==> config.mk <==
export PLATFORM = sky130hd
export DESIGN_NAME = fetch_sequencer
export DESIGN_NICKNAME = d
export VERILOG_FILES = /design/src/rtl/fetch_sequencer.sv
export SDC_FILE = /design/constraint.sdc
export NUM_CORES = 1
export LEC_CHECK = 0
export BUFFER_PORTS_ARGS = -buffer_cell sky130_fd_sc_hd__buf_4
export CAP_MARGIN = 0
export CORE_AREA = 2 2 129 131
export CTS_BUF_LIST = sky130_fd_sc_hd__clkbuf_4 sky130_fd_sc_hd__clkbuf_8 sky130_fd_sc_hd__clkbuf_16
export CTS_CLUSTER_SIZE = 20
export DETAILED_ROUTE_END_ITERATION = 8
export DIE_AREA = 0 0 131 133
export PLACE_DENSITY_LB_ADDON = 0.2
export SLEW_MARGIN = 25
export SYNTH_ARGS = -nofsm -noshare
export SYNTH_HDL_FRONTEND = slang
export SYNTH_SLANG_ARGS = --single-unit
==> constraint.sdc <==
create_clock -name clk -period 2.7 [get_ports clk]
set_clock_uncertainty 0.1 [all_clocks]
set_input_delay 0.54 -clock clk [delete_from_list [all_inputs] [get_ports clk]]
set_output_delay 0.54 -clock clk [all_outputs]
set_load 0.005 [all_outputs]
==> src/rtl/fetch_sequencer.sv <==
// Instruction-fetch sequencer: issues one fetch at a time to instruction
// memory, returns each word with its PC to decode and handles redirects
// (exception > jump > branch) by retargeting the PC and discarding a
// response that is already in flight.
module fetch_sequencer #(
    parameter logic [31:0] RESET_ADDR = 32'h0000_0000,
    parameter logic [31:0] EXC_VECTOR = 32'h8000_0180
) (
    input  logic        clk,
    input  logic        reset,
    input  logic        stall,
    input  logic        branch_taken,
    input  logic [31:0] branch_target,
    input  logic        jump,
    input  logic [31:0] jump_target,
    input  logic        exception,
    output logic        imem_req_valid,
    output logic [31:0] imem_req_addr,
    input  logic        imem_req_ready,
    input  logic        imem_rsp_valid,
    input  logic [31:0] imem_rsp_data,
    output logic        instr_valid,
    output logic [31:0] instr,
    output logic [31:0] instr_pc
);

    typedef enum logic [1:0] {
        S_REQ = 2'd0,
        S_RSP = 2'd1,
        S_OUT = 2'd2
    } state_t;

    state_t      r_state;
    state_t      w_state_nxt;
    logic [31:0] r_pc;
    logic [31:0] w_pc_nxt;
    logic        r_kill;
    logic        w_kill_nxt;
    logic        w_load;
    logic [31:0] r_instr;
    logic [31:0] r_instr_pc;
    logic        w_redir;
    logic [31:0] w_target;
    logic        w_hs;

    // Request is held low while reset is asserted so nothing is issued during reset.
    assign imem_req_valid = (r_state == S_REQ) && reset;
    assign imem_req_addr  = r_pc;
    assign instr_valid    = (r_state == S_OUT);
    assign instr          = r_instr;
    assign instr_pc       = r_instr_pc;

    assign w_hs    = imem_req_valid && imem_req_ready;
    assign w_redir = exception || jump || branch_taken;

    // Select redirect destination by priority and force word alignment.
    always_comb begin
        w_target = branch_target;
        if (exception) begin
            w_target = EXC_VECTOR;
        end else if (jump) begin
            w_target = jump_target;
        end
        w_target[1:0] = 2'b00;
    end

    // Next-state, next-PC and kill-flag logic.
    always_comb begin
        w_state_nxt = r_state;
        w_pc_nxt    = r_pc;
        w_kill_nxt  = r_kill;
        w_load      = 1'b0;
        case (r_state)
            S_REQ: begin
                if (w_hs) begin
                    w_state_nxt = S_RSP;
                    // Request accepted with the old address: its data must be dropped.
                    w_kill_nxt  = w_redir;
                end
                if (w_redir) begin
                    w_pc_nxt = w_target;
                end
            end
            S_RSP: begin
                if (w_redir) begin
                    w_pc_nxt = w_target;
                    if (imem_rsp_valid) begin
                        w_kill_nxt  = 1'b0;
                        w_state_nxt = S_REQ;
                    end else begin
                        w_kill_nxt = 1'b1;
                    end
                end else if (imem_rsp_valid) begin
                    if (r_kill) begin
                        w_kill_nxt  = 1'b0;
                        w_state_nxt = S_REQ;
                    end else begin
                        w_load      = 1'b1;
                        w_state_nxt = S_OUT;
                    end
                end
            end
            S_OUT: begin
                if (w_redir) begin
                    w_pc_nxt    = w_target;
                    w_state_nxt = S_REQ;
                end else if (!stall) begin
                    w_pc_nxt    = r_pc + 32'd4;
                    w_state_nxt = S_REQ;
                end
            end
            default: begin
                w_state_nxt = S_REQ;
            end
        endcase
    end

    // State, PC, kill flag and decode-side output registers.
    always_ff @(posedge clk) begin
        if (!reset) begin
            r_state    <= S_REQ;
            r_pc       <= RESET_ADDR;
            r_kill     <= 1'b0;
            r_instr    <= '0;
            r_instr_pc <= '0;
        end else begin
            r_state <= w_state_nxt;
            r_pc    <= w_pc_nxt;
            r_kill  <= w_kill_nxt;
            if (w_load) begin
                r_instr    <= imem_rsp_data;
                r_instr_pc <= r_pc;
            end
        end
    end

endmodule

==> flow_summary.json <==
{
  "crit_path_start": "r_state[1]",
  "final_nets": 874,
  "rows": 47,
  "setup.worst_path.start_class": "flip-flop",
  "final-hold-violation-count": 0,
  "synth_edf_count": 0,
  "syn2layout_area_growth_pct": 41.4,
  "place.detailed.hpwl_um": 11600,
  "rel_slew_slack_pct": 62.5,
  "drt-vias-per-instance": 4.97,
  "timing_worst_setup_path_type": "flip-flop to flip-flop",
  "final.period_utilization_pct": 83.2,
  "tightestPinTransition_ns": 0.563,
  "ir_worst_vdd_mv": 0.268,
  "power_switching_uw": 765,
  "power.internal_mw": 2.44,
  "power-per-cell-area_nw_per_um2": 477,
  "ys_seq_elements": 95,
  "crit_path_end": "imem_req_addr[24]",
  "pin_count": 202,
  "worst-r2r-cell-count": 5,
  "aggregate_negative_setup_slack_ns": 0,
  "drt-wirelength-per-cell_um": 16.2,
  "insertedDiodeCount": 0,
  "total_power_mw": 3.21,
  "outcome": "completed",
  "max_cap_viol_count": 0,
  "clock_insertion_delay_worst_skew_ns": 0.34,
  "netlist_area_um2": 4750,
  "timing.hold.worst.start": "imem_rsp_data[29]",
  "avg_inst_size_synth_um2": 7.90,
  "cts_inserted_buffers": 9,
  "p_leak_nw": 2.79,
  "finalCriticalPeriod_ns": 2.25,
  "postCtsHoldBufs": 0,
  "cts_buffer_depth": 2,
  "power.share.clock_pct": 41.8,
  "vias": 4941,
  "crit_required_ns": 2.88,
  "clock_tree.htree_level_count": 3,
  "gr-usage-all-layers_pct": 18.1,
  "unrepaired_setup_endpoints_after_global_routing": "no",
  "grt-ovfl-total": 0,
  "setup_slack_ns": 0.453,
  "arrival_ns": 2.43,
  "synth_warnings": 0,
  "worstReg2RegStart": "r_state[1]",
  "worst_hold_path_type": "input port to flip-flop",
  "reg2reg_setup_slack_ns": 0.45,
  "grt_pass1_vias": 4711,
  "core_region_area_um2": 16200,
  "cts.repair.resized": 0,
  "grt_antenna_before_repair": 0,
  "setup.worst_path.end_class": "flip-flop",
  "die_width_um": 131,
  "power.switching_fraction_pct": 23.9,
  "reg2reg_to": "imem_req_addr[24]",
  "detail-route-antenna-nets": 0,
  "power.share.combinational_pct": 11.5,
  "port_bufs": 193,
  "seq_power_share_pct": 46.8,
  "synth_flop_cell": "dfxtp_1",
  "synth.distinct_cells": 57,
  "place.gp.congestion": 0.817,
  "initial_core_util_pct": 29.4,
  "cts.reportedPaths.clkPinSlew_ns": 0.07,
  "iter_0_drt_violations": 307,
  "first_pass_iters": 5,
  "numClockSinks": 95,
  "wl_um": 16100,
  "grt_max_degree": 57,
  "synthCells": 601,
  "ctsRootBufferMaster": "clkbuf_16",
  "critical_path_peak_fanout": 15,
  "drcViolationCount": 0,
  "post_route_cells_drive_above_1_share_pct": 31.4,
  "clock_tree_from_tritoncts": "built",
  "seq_area_frac_synth_pct": 40.0,
  "cts.repair_timing.setup_buffer_count": 0,
  "grt_pass1_wl_um": 24800,
  "max_freq_ghz": 0.445,
  "timing.final.setup_violations": 0,
  "synthArstFlopShare_pct": 0,
  "finalMaxSlewViolations": 0,
  "place_ws_ns": 0.366,
  "fp.dieArea_um2": 17400,
  "die_h_um": 133
}
## cells in the final DEF (no fill, tap or decap), types with 4 or more instances in the layout
master / count
nand4_1: 11
or3_1: 4
conb_1: 4
clkbuf_16: 9
buf_12: 5
a31oi_1: 4
nor2_1: 27
nor3_1: 15
a21oi_1: 84
nand2b_1: 4
o21ai_0: 16
nor4_1: 4
and3_1: 4
o211ai_1: 5
o31ai_1: 4
inv_1: 4
o32a_1: 4
o22a_1: 4
a211oi_1: 6
dfxtp_1: 95
mux2i_1: 30
and2_1: 4
nand2_1: 142
a22oi_1: 4
buf_4: 202
o21ai_1: 9
nand3_1: 16
## power by group through the flow
stage          Clock (mW)  Sequential (mW)  Combinational, mW
2_1_floorplan           0             1.51              0.171
3_3_place_gp            0             1.53              0.366
3_5_place_dp            0             1.53              0.371
4_1_cts              1.38             1.50              0.372
5_1_grt              1.44             1.51              0.400
6_report             1.34             1.50              0.368
## how the worst min path moves through the flow
stage	to	slack, ns	cells after the start
floorplan	instr[0]	0.35	2
finish	instr[29]	0.34	3
global placement	instr_pc[30]	0.34	2
CTS	instr[29]	0.32	3
global route	instr[29]	0.33	3
detailed placement	instr_pc[24]	0.35	2
## metal layers
| layer | wire length, µm | vias to the layer above | global-route usage (%) |
|---|---|---|---|
| li1 | - | 2458 | - |
| met1 | 7190 | 2284 | 23.8 |
| met2 | 7610 | 180 | 29.2 |
| met3 | 1020 | 19 | 3.44 |
| met4 | 294 | 0 | 7.15 |
| met5 | 0 | - | 0 |
## worst max-delay path, stage by stage, from the launching register on
cell      delay, ns
dfxtp_1        0.55
nand2b_1       0.19
a22oi_4        0.46
nand2_1        0.36
or3_1          0.45
nand3_1        0.07
## final cells by class
class,instances,area (µm²)
fill,1627,9450
tap,220,275
inverter,5,18.8
sequential,95,1900
multi-input combinational,451,2590
clock inverter,2,38.8
timing repair buffer,207,1620
clock buffer,14,275
## kinds of logic (layout without fill, tap and decap cells)
kind of cell    count (synthesis)  count (layout)  synth area share [%]
buf+inv                        58             228                  5.77
compound gates                162             162                  21.0
mux                            31              31                  6.56
other cells                     1               4                0.0789
simple gates                  253             253                  26.3
fa+ha+maj                       1               1                 0.263
flops                          95              95                  40.0
## flip-flops by register name, indices dropped and copies added, names as in the netlist
name           flops
imem_req_addr     30
r_state            2
instr_pc          30
r_kill             1
instr             32
## stage by stage
step | cells | hold slack, ns | cell area, µm² | utilization (%)
global route | 994 | 0.332 | 6720 | 41.5
floorplan | 604 | 0.353 | 4760 | -
finish | 994 | 0.341 | 6720 | 41.5
CTS | 994 | 0.325 | 6720 | 41.5
detailed placement | 978 | 0.347 | 6400 | 39.6
global placement | 978 | 0.344 | 6400 | 39.6
## Yosys cell counts (all sizes together), types with 3 or more instances
cell	n	area share, %
a21oi	84	8.8
o211ai	5	0.79
o21ai	25	2.6
a22oi	5	1.1
nor2	27	2.1
and2	5	0.66
nand2b	4	0.53
nand2	142	11
inv	5	0.40
o32ai	3	0.55
nand3	21	3.1
o31ai	4	0.63
o22ai	3	0.40
o22a	4	0.74
a211oi	6	0.95
nand4	12	1.9
dfxtp	95	40
o32a	4	0.84
buf	29	3.5
clkbuf	24	1.9
mux2i	30	6.3
nor4	7	1.7
o211a	3	0.63
a31oi	4	0.53
o221a	3	0.71
and3	5	0.66
nor3	18	2.5
nor2b	4	0.68
or3	4	0.53
(Power assumes the default switching activity.)
